<file path="config.mk">
export PLATFORM = sky130hd
export DESIGN_NAME = writeback_stage
export DESIGN_NICKNAME = d
export VERILOG_FILES = /design/src/rtl/writeback_stage.sv
export SDC_FILE = /design/constraint.sdc
export NUM_CORES = 1
export LEC_CHECK = 0
export BUFFER_PORTS_ARGS = -buffer_cell sky130_fd_sc_hd__buf_2
export CORE_MARGIN = 1
export CORE_UTILIZATION = 39
export DETAILED_ROUTE_END_ITERATION = 7
export PLACE_DENSITY = 0.8
export SLEW_MARGIN = 40
export SYNTH_ARGS = -nofsm -noshare
export SYNTH_HDL_FRONTEND = slang
export SYNTH_SLANG_ARGS = --single-unit
</file>
<file path="constraint.sdc">
create_clock -name clk -period 0.8 [get_ports clk]
set_input_delay 0.16 -clock clk [delete_from_list [all_inputs] [get_ports clk]]
set_output_delay 0.16 -clock clk [all_outputs]
set_load 0.05 [all_outputs]
</file>
<file path="src/rtl/writeback_stage.sv">
// rtl/writeback_stage.sv - register-file write-back stage (optional WB_OPCODE_FILTER_EN)
module writeback_stage #(
    parameter int XLEN = 32
) (
    input  logic            clk,
    input  logic            rst_n,
    input  logic [6:0]      opcode,
    input  logic [XLEN-1:0] alu_out,
    input  logic            wb_reg,
    input  logic [XLEN-1:0] dcache_out,
    input  logic            done,
    output logic [XLEN-1:0] wb_rd_data,
    output logic            wb_enable
);

    localparam logic [6:0] OPC_LOAD   = 7'b0000011;
    localparam logic [6:0] OPC_OP_IMM = 7'b0010011;
    localparam logic [6:0] OPC_OP     = 7'b0110011;
    localparam logic [6:0] OPC_JAL    = 7'b1101111;
    localparam logic [6:0] OPC_JALR   = 7'b1100111;
    localparam logic [6:0] OPC_LUI    = 7'b0110111;
    localparam logic [6:0] OPC_AUIPC  = 7'b0010111;

    logic [XLEN-1:0] wb_rd_data_q, wb_rd_data_d;
    logic            wb_enable_q, wb_enable_d;
    logic            is_load;
    logic            writes_rd;

    assign is_load = (opcode == OPC_LOAD);

`ifdef WB_OPCODE_FILTER_EN
    // Only opcodes that architecturally produce an rd value may write.
    always_comb begin
        writes_rd = 1'b0;
        case (opcode)
            OPC_LOAD, OPC_OP_IMM, OPC_OP, OPC_JAL,
            OPC_JALR, OPC_LUI, OPC_AUIPC: writes_rd = 1'b1;
            default:                      writes_rd = 1'b0;
        endcase
    end
`else
    assign writes_rd = 1'b1;
`endif

    always_comb begin
        wb_rd_data_d = is_load ? dcache_out : alu_out;
        wb_enable_d  = wb_reg & (~is_load | done) & writes_rd;
    end

    // Data register updates every cycle; only the strobe qualifies it.
    always_ff @(posedge clk or negedge rst_n) begin
        if (!rst_n) begin
            wb_rd_data_q <= '0;
            wb_enable_q  <= 1'b0;
        end else begin
            wb_rd_data_q <= wb_rd_data_d;
            wb_enable_q  <= wb_enable_d;
        end
    end

    assign wb_rd_data = wb_rd_data_q;
    assign wb_enable  = wb_enable_q;

endmodule

</file>
* Word level (Yosys, flattened, before mapping)
Index checks and enable logic that the tools add are counted.
** Word-level totals
- Input port bits :: 75
- Memory bits (read-only) :: 0
- RAM bits :: 0
- Memories kept :: 0
- Logic and storage cells :: 7
- Register bits after elaboration :: 33
- Output and inout port bits :: 33
- Bits in latches :: 0
** Cells by class
- Add/subtract/negate cells :: 0
- Multiplexer cells :: 1
- Multiply operators :: 0
- Shift operators :: 0
- Bitwise operators :: 3
- Order comparisons :: 0
- Equality and inequality tests :: 1
- Divide/modulo/power cells :: 0
- Reduce and logical (&&, ||, !) cells :: 0
** Operators by type and width (number)
- two-way mux 32 bit :: 1
- == test 7 x 2 -> 1 bit (second input constant) :: 1
- AND 1 bit :: 1
- inverter 1 bit :: 1
- OR 1 bit :: 1

* Logic depth before layout (Yosys ltp)
- Depth in word-level cells :: 4
- Depth in mapped cells :: 4
- Depth with buffers taken out :: 3

* Worst setup path before layout
No wires, ideal clock.
- Kind :: input port to flip-flop
- Start point :: input opcode[5]
- End point :: register wb_rd_data_q[10] (netlist: wb_rd_data[10])
- Library setup time :: 125 ps
- Buffers on the path :: 1
- Data arrival time :: 1024 ps
- Stages on the path :: 4
- Required time :: 675 ps
- Path slack :: -349 ps
- Cells stage by stage :: nor3_2 > nand4_4 > buf_6 > mux2_4
** Between the ends
- Cells in the longest elaborated chain, start to end :: 2
** Ends and longest elaborated chain
- from (decl) :: line 7 : input logic [6:0] opcode,
- == test 7 x 2 -> 1 bit :: line 29 : assign is_load = (opcode == OPC_LOAD);
- two-way mux 32 bit :: line 46 : wb_rd_data_d = is_load ? dcache_out : alu_out;
- named net wb_rd_data_d[10] :: line 24 : logic [XLEN-1:0] wb_rd_data_q, wb_rd_data_d;
- to (signal assigned) :: line 56 : wb_rd_data_q <= wb_rd_data_d;
- to (decl) :: line 24
The timed path passes the listed nets, and every way through them passes these cells.

* Worst setup path in the final report
- Start point :: register wb_rd_data_q[0] (netlist: wb_rd_data[0])
- End point :: output wb_rd_data[0]
** RTL lines
- to (decl) :: line 12 : output logic [XLEN-1:0] wb_rd_data,
No word-level cell between the ends.

==> run_results.csv <==
group,metric,value,unit
min_path,hp-start,"dcache_out[7]",
setup_path,cp_num_buf_inv,1,
synthesis,yosysMostFrequentCell,"dfrtp_1",
clocking,htree_levels,2,
run_status,violations,"negative setup slack",
timing,worstMarginPinSlew,193,ps
global_route,grt_pass1_vias,1037,
layout,register_area,826,µm²
synthesis,synth_top_cell_by_area,"dfrtp_1",
global_route,grtUsageMet2,30.0,%
setup_path,worstSetupEndpointType,"primary output",
synthesis,synthesis.nets,147,
layout,drive_gt1_share,81.1,%
timing,timing.final.crit_period,1050,ps
synthesis,ys_seq_area_share,60.2,%
setup_path,worst-setup-path-type,"reg2out",
routing,ant_nets,0,
routing,drcViolationCount,0,
flow_run,max_cap_violations,0,
synthesis,yosys_warnings,0,
global_route,antenna_found_initial,0,
setup_path,crit_family,"flip-flops",
routing,vias_per_cell,4.47,
min_path,min_to,"wb_rd_data[7]",
routing,drt-initial-drc-count,13,
global_route,top_usage_layer,"met2",
synthesis,ys_ff_latch,33,
clocking,cts_root_buf,"clkbuf_4",
synthesis,synthArstFlopShare,100,%
floorplan,placementRows,21,
power_and_ir_drop,ir_drop,0.000996,V
routing,wirelength,3210,µm
synthesis,synth_common_cells,"dfrtp_1 (33), mux2_4 (29), buf_6 (3), mux2_2 (3)",
timing,slew_headroom,87.1,%
layout,area_delta_synth_final,70.7,%
timing,finalSetupTns,-11140,ps
synthesis,synth_cells,72,
timing,hold_violations,0,
timing,timing.hold.ws,63.3,ps
synthesis,synth_edf_count,0,
layout,post-route-util,69.6,%
synthesis,syn_area_per_cell,19.0,µm²
timing,post-route-period-util,131,%
clocking,cts.clk_slew.worst_paths,100,ps
timing,setup_viol,66,
timing,fin_ws,-247,ps
synthesis,synth_area,1370,µm²
synthesis,synth_top_cell_area_share,60.2,%
floorplan,dieArea,3760,µm²
synthesis,synthFlopType,"dfrtp_1",
clocking,cts_made_buffers,5,
power_and_ir_drop,p_per_area,1510,nW/µm²
setup_path,max_stage_delay,410,ps
floorplan,core,3360,µm²
routing,drt-pass1-iter-count,4,
min_path,hold_class,"in2reg",
global_route,overflow,0,
setup_path,worstPathArrival,890,ps
global_route,gr-usage-all-layers,17.5,%
setup_path,critical_path_peak_fanout,1,
layout,diodes,0,
layout,multi_input_area,518,µm²
timing,slew_viol_final,0,
timing,fmax,0.955,GHz
setup_path,crit_slowest_cell,"dfrtp_1",
placement,gp_congestion,0.637,
global_route,met3_usage,9.45,%
setup_path,critPathLaunchType,"flip-flop",
clocking,cts_tree,"built",
setup_path,crit_required,640,ps
placement,dpl_worst_slack,-450,ps
floorplan,start_util,40.8,%
setup_path,crit_path_cell_trace,"buf_6",
global_route,met1_usage,18.4,%
timing,rsz0062_at_grt,"true",
floorplan,ios,108,
placement,port_buffers,107,
floorplan,chipWidth,61.3,µm
synthesis,synth.top_cells.by_area,"dfrtp_1 (60%), mux2_4 (32%), buf_6 (2.5%)",
layout,fill_cells,256,
min_path,min_path_cells,2,
routing,num_vias,1056,
global_route,grt_max_degree,34,
clocking,clk_path_buf_depth,2,
power_and_ir_drop,p_leak,1.28,nW
floorplan,die_y,61.3,µm
synthesis,ys_types,8,
routing,wire_per_inst,13.6,µm
layout,nets,266,
global_route,grt_pass1_wl,4570,µm
clocking,cts.sink_count,33,
run_status,status,"finished with violations",
==> registers in the layout (all words and copies together), names as in the netlist <==
| signal | count |
|---|---|
| wb_enable | 1 |
| wb_rd_data | 32 |
==> per-layer routing <==
layer / part of all wire, % / up-vias / wire [µm]
li1: - / 486 / -
met1: 34 / 501 / 1090
met2: 54 / 65 / 1750
met3: 10 / 4 / 334
met4: 1.1 / 0 / 35
met5: 0 / - / 0
==> through the flow <==
| stage | instance area (µm²) | total power, mW | cells |
|---|---|---|---|
| final | 2340 | 3.53 | 236 |
| after global routing | 2340 | 3.69 | 236 |
| after CTS | 2380 | 3.55 | 238 |
| after detailed placement | 1980 | 2.61 | 225 |
| after global placement | 1980 | 2.60 | 225 |
| after floorplan | 1390 | 2.28 | 72 |
==> placed cells by master, fill, tap and decap left out, drive strengths merged <==
cell	count
clkinv	1
buf	114
o21a	1
clkbuf	5
nor2	1
dfrtp	33
nand4	1
mux2	32
dlygate4sd3	1
nor3	1
==> worst max path at each step <==
| stage | startpoint | endpoint | slack [ps] | cells after the start |
|---|---|---|---|---|
| after detailed placement | opcode[5] | wb_rd_data[14] | -450 | 5 |
| final | wb_rd_data[0] | wb_rd_data[0] | -250 | 1 |
| after global routing | wb_rd_data[0] | wb_rd_data[0] | -290 | 1 |
| after global placement | opcode[5] | wb_rd_data[8] | -420 | 5 |
| after floorplan | opcode[5] | wb_rd_data[10] | -320 | 4 |
| after CTS | wb_rd_data[13] | wb_rd_data[13] | -250 | 1 |
==> power by group <==
| group | total [mW] | internal, mW | switching, mW |
|---|---|---|---|
| registers | 1.80 | 1.76 | 0.0431 |
| logic | 0.927 | 0.437 | 0.490 |
| clock network | 0.799 | 0.305 | 0.495 |
| total | 3.53 | 2.50 | 1.03 |
==> final cells by class <==
type / instances / area share [%]
Timing Repair Buffer: 115 / 38.3
Sequential cell: 33 / 35.3
Multi-Input combinational cell: 36 / 22.1
Tap cell: 46 / 2.46
Clock buffer: 5 / 1.60
Clock inverter: 1 / 0.214
==> what timing repair did <==
item | in CTS | in global routing
hold endpoints to repair | 33 | 0
setup endpoints to repair | 65 | 66
pin swaps | 2 | 2
hold buffers | 1 | 0
gates cloned | 3 | 0
setup buffers | 3 | 1
gates resized for setup | 75 | 4
==> kinds of logic (layout without fill, tap and decap cells) <==
logic type / count (synthesis) / in the layout / share of synthesized area (%)
DFF: 33 / 33 / 60.2
muxes: 32 / 32 / 34.2
and+or+nand+nor: 3 / 3 / 2.55
buffers and inverters: 3 / 121 / 2.46
AOI/OAI and AO/OA: 1 / 1 / 0.548
(Power assumes the default switching activity.)
